==> config.mk <==
export PLATFORM = sky130hd
export DESIGN_NAME = program_counter_core
export DESIGN_NICKNAME = d
export VERILOG_FILES = /design/src/rtl/pc_core_pkg.sv /design/src/rtl/pc_return_stack.sv /design/src/rtl/program_counter_core.sv
export SDC_FILE = /design/constraint.sdc
export NUM_CORES = 1
export LEC_CHECK = 0
export CAP_MARGIN = 5
export CORE_AREA = 2 2 98 90
export DETAILED_ROUTE_END_ITERATION = 6
export DIE_AREA = 0 0 100 92
export PLACE_DENSITY = 0.84
export SYNTH_ARGS = -nofsm -noshare
export SYNTH_HDL_FRONTEND = slang
export SYNTH_SLANG_ARGS = --single-unit
==> constraint.sdc <==
create_clock -name clk -period 4.93 [get_ports clk]
set_input_delay 0.986 -clock clk [delete_from_list [all_inputs] [get_ports clk]]
set_output_delay 0.986 -clock clk [all_outputs]
set_load 0.02 [all_outputs]
==> src/rtl/pc_core_pkg.sv <==
// Shared types for the program counter core: the command encoding and the
// priority encoder that turns the raw request strobes into a single command.
package pc_core_pkg;

    localparam int PC_WIDTH = 16;

    typedef enum logic [2:0] {
        CMD_HOLD,
        CMD_INC,
        CMD_BRANCH,
        CMD_CALL,
        CMD_RET,
        CMD_LOAD
    } pc_cmd_e;

    // load > ret > call > branch > inc > hold
    function automatic pc_cmd_e prio_cmd(input logic load, input logic ret,
                                         input logic call, input logic branch,
                                         input logic inc);
        pc_cmd_e c;
        if (load)        c = CMD_LOAD;
        else if (ret)    c = CMD_RET;
        else if (call)   c = CMD_CALL;
        else if (branch) c = CMD_BRANCH;
        else if (inc)    c = CMD_INC;
        else             c = CMD_HOLD;
        return c;
    endfunction

endpackage

==> src/rtl/pc_return_stack.sv <==
// LIFO return-address stack: an entry array plus an occupancy count whose
// top entry lives at index count-1. Push when full and pop when empty are ignored.
module pc_return_stack #(
    parameter int WIDTH = 16,
    parameter int DEPTH = 4
) (
    input  logic             clk,
    input  logic             rst_n,
    input  logic             push,
    input  logic             pop,
    input  logic [WIDTH-1:0] din,
    output logic [WIDTH-1:0] dout,
    output logic             empty,
    output logic             full
);

    localparam int AW = $clog2(DEPTH);
    localparam int CW = $clog2(DEPTH + 1);
    localparam logic [CW-1:0] FULL_CNT = CW'(DEPTH);

    logic [DEPTH-1:0][WIDTH-1:0] mem;
    logic [CW-1:0]               count;
    logic [AW-1:0]               top_idx;
    logic [AW-1:0]               wr_idx;
    logic                        do_push;
    logic                        do_pop;

    assign empty   = (count == '0);
    assign full    = (count == FULL_CNT);
    assign do_pop  = pop && !empty;
    assign do_push = push && !full && !do_pop;
    assign top_idx = AW'(count - 1'b1);
    assign wr_idx  = AW'(count);
    assign dout    = mem[top_idx];

    always_ff @(posedge clk or negedge rst_n) begin
        if (!rst_n) begin
            count <= '0;
        end else if (do_pop) begin
            count <= count - 1'b1;
        end else if (do_push) begin
            count <= count + 1'b1;
        end
    end

    // Entry contents are don't-care after reset, so the array carries no reset.
    always_ff @(posedge clk) begin
        if (do_push) begin
            mem[wr_idx] <= din;
        end
    end

endmodule

==> src/rtl/program_counter_core.sv <==
// Program counter with hold/inc/load/branch/call/ret and a sticky error flag
// for return-stack overflow and underflow.
module program_counter_core
    import pc_core_pkg::*;
#(
    parameter int               WIDTH        = PC_WIDTH,
    parameter logic [WIDTH-1:0] RESET_VECTOR = '0,
    parameter int               STACK_DEPTH  = 4
) (
    input  logic             clk,
    input  logic             rst_n,
    input  logic [WIDTH-1:0] preset,
    input  logic             stall,
    input  logic             load,
    input  logic             ret,
    input  logic             call,
    input  logic             branch,
    input  logic [WIDTH-1:0] offset,
    input  logic             inc,
    input  logic             clr_err,
    output logic [WIDTH-1:0] pc,
    output logic             stack_empty,
    output logic             stack_full,
    output logic             err
);

    localparam logic [WIDTH-1:0] ONE = WIDTH'(1);

    pc_cmd_e          cmd;
    logic [WIDTH-1:0] pc_inc;
    logic [WIDTH-1:0] pc_next;
    logic [WIDTH-1:0] ret_addr;
    logic             push;
    logic             pop;
    logic             ovf;
    logic             unf;

    assign cmd    = prio_cmd(load, ret, call, branch, inc);
    assign pc_inc = pc + ONE;
    assign ovf    = (cmd == CMD_CALL) && stack_full;
    assign unf    = (cmd == CMD_RET) && stack_empty;
    assign push   = !stall && (cmd == CMD_CALL) && !stack_full;
    assign pop    = !stall && (cmd == CMD_RET) && !stack_empty;

    pc_return_stack #(
        .WIDTH (WIDTH),
        .DEPTH (STACK_DEPTH)
    ) u_stack (
        .clk   (clk),
        .rst_n (rst_n),
        .push  (push),
        .pop   (pop),
        .din   (pc_inc),
        .dout  (ret_addr),
        .empty (stack_empty),
        .full  (stack_full)
    );

    // Over/underflow falls through to a plain increment.
    always_comb begin
        pc_next = pc;
        unique case (cmd)
            CMD_LOAD:   pc_next = preset;
            CMD_RET:    pc_next = stack_empty ? pc_inc : ret_addr;
            CMD_CALL:   pc_next = stack_full ? pc_inc : preset;
            CMD_BRANCH: pc_next = pc + offset;
            CMD_INC:    pc_next = pc_inc;
            default:    pc_next = pc;
        endcase
    end

    always_ff @(posedge clk or negedge rst_n) begin
        if (!rst_n) begin
            pc <= RESET_VECTOR;
        end else if (!stall) begin
            pc <= pc_next;
        end
    end

    // A new fault in the same cycle as clr_err keeps the flag set.
    always_ff @(posedge clk or negedge rst_n) begin
        if (!rst_n) begin
            err <= 1'b0;
        end else if (!stall) begin
            if (ovf || unf)   err <= 1'b1;
            else if (clr_err) err <= 1'b0;
        end
    end

endmodule

Word-level counts from Yosys, hierarchy flattened:

Index checks and enable logic that the tools add are counted.

* add/subtract/negate cells: 4
* order comparisons: 3
* equality and inequality tests: 6
* multiplexer cells: 17
* bitwise gates (word level): 1
* reduce and logical (&&, ||, !) cells: 21

Operators with widths (count)
* $pmux W16 S5: 1
* $bwmux W64: 1
* $mux W16: 4
* $bmux W16 S2: 1
* $demux W16 S2: 1
* $add A16 B1 Y16 const B: 1
* $add A16 B16 Y16: 1
* $mux W3: 4
* $logic_and A1 B1 Y1: 10
* $eq A3 B3 Y1 const B: 3
* $eq A3 B2 Y1 const B: 2
* $lt A2 B3 Y1 const B: 2
* $reduce_bool A5 Y1: 1
* $logic_not A1 Y1: 4
* $mux W2: 2
* $reduce_and A2 Y1: 2
* $reduce_bool A2 Y1: 2
* $add A3 B1 Y3 const B: 1
* $eq A3 B1 Y1 const B: 1
* $logic_not A3 Y1: 1
* $mux W1: 3
* $sub A3 B1 Y3 const B: 1
* $ge A2 B1 Y1 const B: 1
* $logic_or A1 B1 Y1: 1
* $not A1 Y1: 1

* register bits: 84
* output and inout port bits: 19
* word-level logic and storage cells: 59

Depth between registers and ports, before layout:

Gate-level depths: netlist (run 1).

* depth in word-level cells: 13
* gate-level depth with buffers: 12
* depth with buffers taken out: 10

Modules after synthesis:

From an unflattened synthesis (run 1), not the netlist that was laid out.

* cell total of the unflattened synthesis: 393
* area total of the unflattened synthesis: 4888.4 um^2

Modules (own cells, without submodules)
* pc_return_stack: instances 1, cells each 120, area an instance 2660.1 um^2
* program_counter_core: instances 1, cells each 273, area an instance 2228.4 um^2

Worst setup path before layout (run 1):

OpenSTA, ideal clock, no wires.

* kind: input to register
* start: input offset[0]
* end: register pc[12]
* data arrival time: 2.583 ns
* required time: 4.802 ns
* setup slack: 2.219 ns
* stages: 10
* buffers on the path: 0
* cell sequence: ha_1 -> inv_1 -> fa_1 -> nand2b_1 -> a211oi_2 -> o21ai_1 -> mux2i_1 -> a21oi_1 -> xor2_1 -> o22ai_1

* longest elaborated chain between the ends: 2

RTL lines
* start: declaration: line program_counter_core.sv:18 `input logic [WIDTH-1:0] offset,`
* $add A16 B16 Y16: line program_counter_core.sv:66 `CMD_BRANCH: pc_next = pc + offset;`
* $pmux W16 S5: line program_counter_core.sv:62 `unique case (cmd)`
* end signal: assignment: line program_counter_core.sv:76 `pc <= pc_next;`
* end: declaration: line program_counter_core.sv:21 `output logic [WIDTH-1:0] pc,`

No other way between the ends.
A chain may end at the register's enable or synchronous reset.

Worst setup path after layout (run 1):

* start: input offset[0]
* end: register pc[14]

Same word-level chain as after synthesis.

==> metrics, run 1 <==
outcome=completed; hold path depth=2; post-route antenna net violation count=0; fin crit share=0.6317; EDFF count, synth=64; Seq/Total Area, Yosys=0.5038; CP Capture Type=flip-flop; via count=3582; CTS tree=done; Rel. slew slack=0.2782; CP Max Fanout=4; Pwr Total=roughly 2.6 mW; global-route wire length before repair=18660 microns; clock sinks=84; antenna violations before repair=0; Iteration-0 DRC Markers=~380; vias per cell=6.466; total CTS buffers=9; largest cells by area after synthesis=edfxtp_1 (40%), dfrtp_1 (10%), mux4_2 (6.6%); wire length after detailed routing=between 10000 and 15000 microns; share of cells above drive strength 1=0.1173; antenna cell count=0; min cycle time layout=3114 ps; Worst-path clk slew=90 ps; nets@finish=510; Fin. Hold Viols=0; DRC Markers=0; Yosys top cell area share=0.3997; hold slack=between 500 and 600 ps; RePlAce Congestion=0.9160; per-cell routed wire length=21.08 microns; Syn Area/Cell=around 12 sq um; drt first pass iters=5; RSZ-0062 raised after global routing=false; end of the worst hold path=err; Congestion Overflow GR=0; port buffer count=59; CP arrival=3400 ps; asr flop ratio synth=0.2381; Slew @ Worst Pin=between 1000 and 1500 ps; synthesized cell area=4808 sq um; Total GRT Usage=0.2712; max cap viols=0; core box area=8328 sq um; number of global-route vias before repair=around 3600; Skew-Pair Late Insertion Delay=360 ps; hold_buf cts=0; largest net degree at the start of global routing=27; post_cts resized=0; crit path kind=input pin to flip-flop; die extent in y=92 microns; worst-case reg-to-reg path depth=7; die area=9200 sq um; CP startpoint kind=input pin; Layout Skew=10.97 ps; Leakage Power=2.068 nW; post-synth top area cell=edfxtp_1; Initial Util=0.5774; Yosys reg bits=84; f_max=321.1 MHz; synth warn=0; Cell Pwr Density=roughly 460 nW/um^2; setup bufs post-CTS=0; Rows=32; HPWL Detailed=8110 microns; leading register cell type out of synthesis=edfxtp_1; Synth Instances=around 390; die width=approximately 100 microns; R2R Setup Slk=approximately 2200 ps; CP required=~5200 ps; worst min-delay path class=flip-flop to flip-flop; syn nets=454; H-Tree Depth=3; hold path startpoint=err; R2R Path End=pc[13]; setup total negative slack=0 ps; Crit Reg-Reg Startpoint=u_stack.count[1]; Final setup viols=0; Netlist cell types=68; Area Growth Syn to Fin=18.53%; deepest clock path buffer count=2; worst vdd ir=308.0 uV; I/O pin cnt=60; CTS root buf=clkbuf_8; Final Max Slew Viols=0
-- metal layers --
| layer | vias to the layer above | track usage | part of all wire |
|---|---|---|---|
| li1 | 1627 | - | - |
| met1 | 1767 | 0.3534 | 0.41 |
| met2 | 169 | 0.4510 | 0.50 |
| met3 | 19 | 0.07012 | 0.073 |
| met4 | 0 | 0.07763 | 0.017 |
| met5 | - | 0 | 0 |
-- how the worst max path moves through the flow --
stage	cells after the start	start	slack [ps]	endpoint
after global placement	11	offset[0]	1580	pc[12]
after CTS	4	u_stack.count[1]	1830	stack_empty
after detailed placement	11	offset[0]	1470	pc[14]
after global routing	11	offset[0]	1700	pc[14]
after floorplan	10	offset[0]	2220	pc[12]
final	11	offset[0]	1820	pc[14]
-- cells by family after synthesis --
group	share of synthesized area
XOR/XNOR	0.05074
AO/OA/AOI/OAI	0.1530
flip-flops	0.5038
multiplexers	0.08067
adder cells (fa/ha/maj)	0.05881
AND/OR/NAND/NOR	0.1213
buffers and inverters	0.03174
-- metrics by stage --
step	cells	utilization	cell area, sq um	setup WS (ps)
floorplan	391	-	4808	2219
global placement	538	0.6555	5459	1580
detailed placement	538	0.6555	5459	1474
CTS	554	0.6843	5699	1827
global route	554	0.6843	5699	1696
finish	554	0.6843	5699	1816
-- final cells by class --
class                      count  area (sq um)
clock buffer                  10         127.6
clock inverter                 6         112.6
fill                         608          2629
inverter                      15         56.30
multi-input combinational    275          2240
sequential                    84          2422
tap                          102         127.6
timing repair buffer          62         613.1
-- Yosys cell counts (2+ instances only) --
library cell  count
o21ai_1           8
nand3b_1          2
buf_6             2
o21a_1            4
a221oi_2          3
nor3_1            3
nor2b_1           4
o211ai_1          4
buf_2             8
a31oi_1          10
xnor2_1          15
buf_4             2
a221o_1           3
nand4_1           4
nor2_2            2
o21ai_0          17
mux4_1            2
ha_1             21
nand2_1          25
and2_1            5
a21oi_1          25
a21o_1            5
inv_1            15
edfxtp_1         64
or3_1             2
and3_1            5
nand2b_1          2
xor2_1           11
mux4_2           14
nor2_1           21
or2_1             2
clkbuf_1          4
dfrtp_1          20
a221oi_1          4
mux2i_1           2
nand3_1          10
a222oi_1          6
o32ai_1           3
and4_1            3
-- cells in the final DEF (no fill, tap or decap), types with 3 or more instances in the layout --
cell | netlist | layout
a21o_1 | 5 | 5
nor2_1 | 21 | 21
o211ai_1 | 4 | 4
and3_1 | 5 | 5
and4_1 | 3 | 3
ha_1 | 21 | 21
nand3_1 | 10 | 10
xnor2_1 | 15 | 15
nor2b_1 | 4 | 4
a221oi_2 | 3 | 3
inv_1 | 15 | 15
o21ai_0 | 17 | 17
nor3_1 | 3 | 3
clkbuf_8 | 0 | 9
edfxtp_1 | 64 | 64
nand2_1 | 25 | 25
nand4_1 | 4 | 4
o32ai_1 | 3 | 3
xor2_1 | 11 | 11
buf_4 | 2 | 3
o21a_1 | 4 | 4
clkdlybuf4s50_1 | 0 | 59
a222oi_1 | 6 | 6
a221oi_1 | 4 | 4
mux4_2 | 14 | 14
o21ai_1 | 8 | 8
a21oi_1 | 25 | 25
a31oi_1 | 10 | 10
and2_1 | 5 | 5
bufinv_16 | 0 | 3
a221o_1 | 3 | 3
dfrtp_1 | 20 | 20
-- where the power goes --
group | total, mW | switching, mW | internal (mW)
sequential | 0.965 | 0.0951 | 0.869
combinational | 1.09 | 0.594 | 0.493
clock | 0.598 | 0.260 | 0.338
total | 2.65 | 0.949 | 1.70
-- sequential cells by signal (all words and copies together), names as in the netlist --
| signal | flops |
|---|---|
| u_stack.count | 3 |
| err | 1 |
| pc | 16 |
| u_stack.mem | 64 |
-- critical path: stages --
cell             delay [ps]
clkdlybuf4s50_1         460
ha_1                    160
inv_1                    50
fa_1                    410
nand2b_1                200
a211oi_2                240
o21ai_1                 170
a41oi_1                 310
xor2_1                  190
nand2_1                  80
a21oi_1                 150
(Power assumes the default switching activity.)
==> inputs of run 2 (changes only) <==
--- a/config.mk
+++ b/config.mk
@@ -6,10 +6,10 @@
 export NUM_CORES = 1
 export LEC_CHECK = 0
 export CAP_MARGIN = 5
-export CORE_AREA = 2 2 98 90
+export CORE_AREA = 2 2 106 98
 export DETAILED_ROUTE_END_ITERATION = 6
-export DIE_AREA = 0 0 100 92
-export PLACE_DENSITY = 0.84
+export DIE_AREA = 0 0 108 100
+export PLACE_DENSITY = 0.76
 export SYNTH_ARGS = -nofsm -noshare
 export SYNTH_HDL_FRONTEND = slang
 export SYNTH_SLANG_ARGS = --single-unit
==> constraint.sdc (replaced) <==
create_clock -name clk -period 2.6 [get_ports clk]
set_input_delay 0.52 -clock clk [delete_from_list [all_inputs] [get_ports clk]]
set_output_delay 0.52 -clock clk [all_outputs]
set_load 0.02 [all_outputs]
==> metrics, run 2 (synthesized netlist as in run 1, its figures left out) <==
Skew-Pair Late Insertion Delay=360 ps (about the same); die area=10800 sq um (+17%); Multi-input gate area=2283 sq um (+2.0%); clock sinks=84 (unchanged); max reg flops=64 (unchanged); Setup crit start=offset[0]; global-route wire length before repair=19130 microns (+2.5%); min cycle time layout=2408 ps; worst min-delay path class=input pin to asynchronous set/reset pin; Slew @ Worst Pin=569.8 ps (-509.6 ps); Fin. Hold Viols=0 (unchanged); R2R Path End=pc[12]; core box area=9853 sq um (+18%); Initial Util=0.4880 (-0.08937); slowest CP cell=clkdlybuf4s50_1; Worst-path clk slew=90 ps (about the same); die width=108 microns (+8.0%); CP required=2850 ps (-2370 ps); deepest clock path buffer count=2 (unchanged); CTS root buf=clkbuf_8; worst path cell trace=clkdlybuf4s50_1 > ha_1 > inv_1 > fa_2 > nand2b_4 > a211oi_4 > o21ai_4 > mux2i_1 > a21oi_1 > xor2_1 > o22ai_1; per-cell routed wire length=19.39 microns (-8.0%); Total GRT Usage=0.2359 (-0.03529); CTS tree=done; setup bufs post-CTS=0 (unchanged); CP arrival=2660 ps (-740 ps); number of global-route vias before repair=3696 (+2.8%); Area Growth Syn to Fin=26.46%; I/O pin cnt=60 (unchanged); Max stage delay on crit path=460 ps (about the same); Iteration-0 DRC Markers=185 (-52%); port buffer count=59 (unchanged); DRC Markers=0 (unchanged); Final setup viols=0 (unchanged); Crit Reg-Reg Startpoint=pc[0]; share of cells above drive strength 1=0.1980 (+0.08070); die extent in y=100 microns (+8.7%); CP Capture Type=flip-flop; worst setup path endpoint=pc[12]; R2R Setup Slk=260 ps (-1950 ps); f_max=415.4 MHz; most frequent cells in the layout=edfxtp_1 (64), clkdlybuf4s50_1 (58), buf_4 (36); fill count=770 (+27%); Layout Skew=14.99 ps (+4.018 ps); Rows=35 (+9.4%); Pwr Total=5.086 mW (+92%); post-route antenna net violation count=0 (unchanged); HPWL Detailed=8944 microns (+10%); RSZ-0062 raised after global routing=false; fin crit share=0.9260; Rel. slew slack=0.6174 (+0.3392); worst-case reg-to-reg path depth=8 (+1); Cell Pwr Density=836.5 nW/um^2 (+80%); H-Tree Depth=3 (unchanged); hold_buf cts=0 (unchanged); Sequential Area=2422 sq um (unchanged); Congestion Overflow GR=0 (unchanged); nets@finish=548 (+7.5%); wire length after detailed routing=12000 microns (+2.8%); outcome=completed; drt first pass iters=5 (unchanged); Leakage Power=2.265 nW (+9.5%); commonest non-fill, non-tap cell in the layout=edfxtp_1; Biggest register=u_stack.mem; max cap viols=0 (unchanged); Top Registers=u_stack.mem (64), pc (16), u_stack.count (3); Final Max Slew Viols=0 (unchanged); crit path kind=input pin to flip-flop; Final Core Density=0.6171 (-0.06720); vias per cell=5.924 (-8.4%); CP startpoint kind=input pin; largest net degree at the start of global routing=21 (-22%); RePlAce Congestion=0.9569 (+4.5%); via count=3667 (+2.4%); antenna violations before repair=0 (unchanged); total CTS buffers=9 (unchanged); CP Max Fanout=4 (unchanged); antenna cell count=0 (unchanged); worst vdd ir=392.7 uV (+28%)
-- run 2: worst max-delay path, delay by kind of cell --
| kind | cells | cell delay [ps] |
|---|---|---|
| AND/OR/NAND/NOR | 1 | 160 |
| XOR/XNOR | 1 | 150 |
| buffers and inverters | 2 | 520 |
| adder cells (fa/ha/maj) | 2 | 510 |
| AO/OA/AOI/OAI | 4 | 660 |
| multiplexers | 1 | 130 |
-- run 2: what timing repair did --
action	4_1_cts	5_1_grt
pin swaps	0	3
setup endpoints to repair	1	2
resized for setup	1	7
-- run 2: worst min-delay path by stage --
stage | slack (ps) | endpoint | from
after floorplan | 220 | err | rst_n
after global placement | 490 | err | err
after detailed placement | 520 | err | err
after CTS | 510 | pc[6] | rst_n
after global routing | 520 | pc[6] | rst_n
final | 500 | err | rst_n
-- run 2: area by class of cell --
class / count / share of cell area
clock buffer: 9 / 0.02037
clock inverter: 7 / 0.01214
inverter: 15 / 0.009259
multi-input combinational: 275 / 0.3755
sequential: 84 / 0.3984
tap: 129 / 0.02654
timing repair buffer: 100 / 0.1578
-- run 2: metrics by stage --
stage                     TNS (ps)  setup WS [ps]  std cells  hold slack (ps)  cell area (sq um)
final                            0          192.5        619            497.0               6081
after global routing             0          8.957        619            518.1               6081
after CTS                        0          80.50        619            508.2               6037
after detailed placement     -1099         -282.0        603            517.4               5841
after global placement       -1019         -293.8        603            487.4               5841
after floorplan                  0          48.90        391            224.4               4808
-- run 2: routing by layer --
layer	global-route usage	wire length, microns	share of wire	vias up
met4	0.08580	288	0.024	0
met5	0	0	0	-
met1	0.3120	5037	0.42	1781
met2	0.3928	5929	0.49	145
met3	0.04156	747	0.062	25
li1	-	-	-	1716
-- run 2: report_power, final --
part	leakage [nW]	switching, mW	internal (mW)
sequential	0.812	0.189	1.65
combinational	1.35	1.20	1.10
clock	0.100	0.498	0.451
total	2.26	1.89	3.20
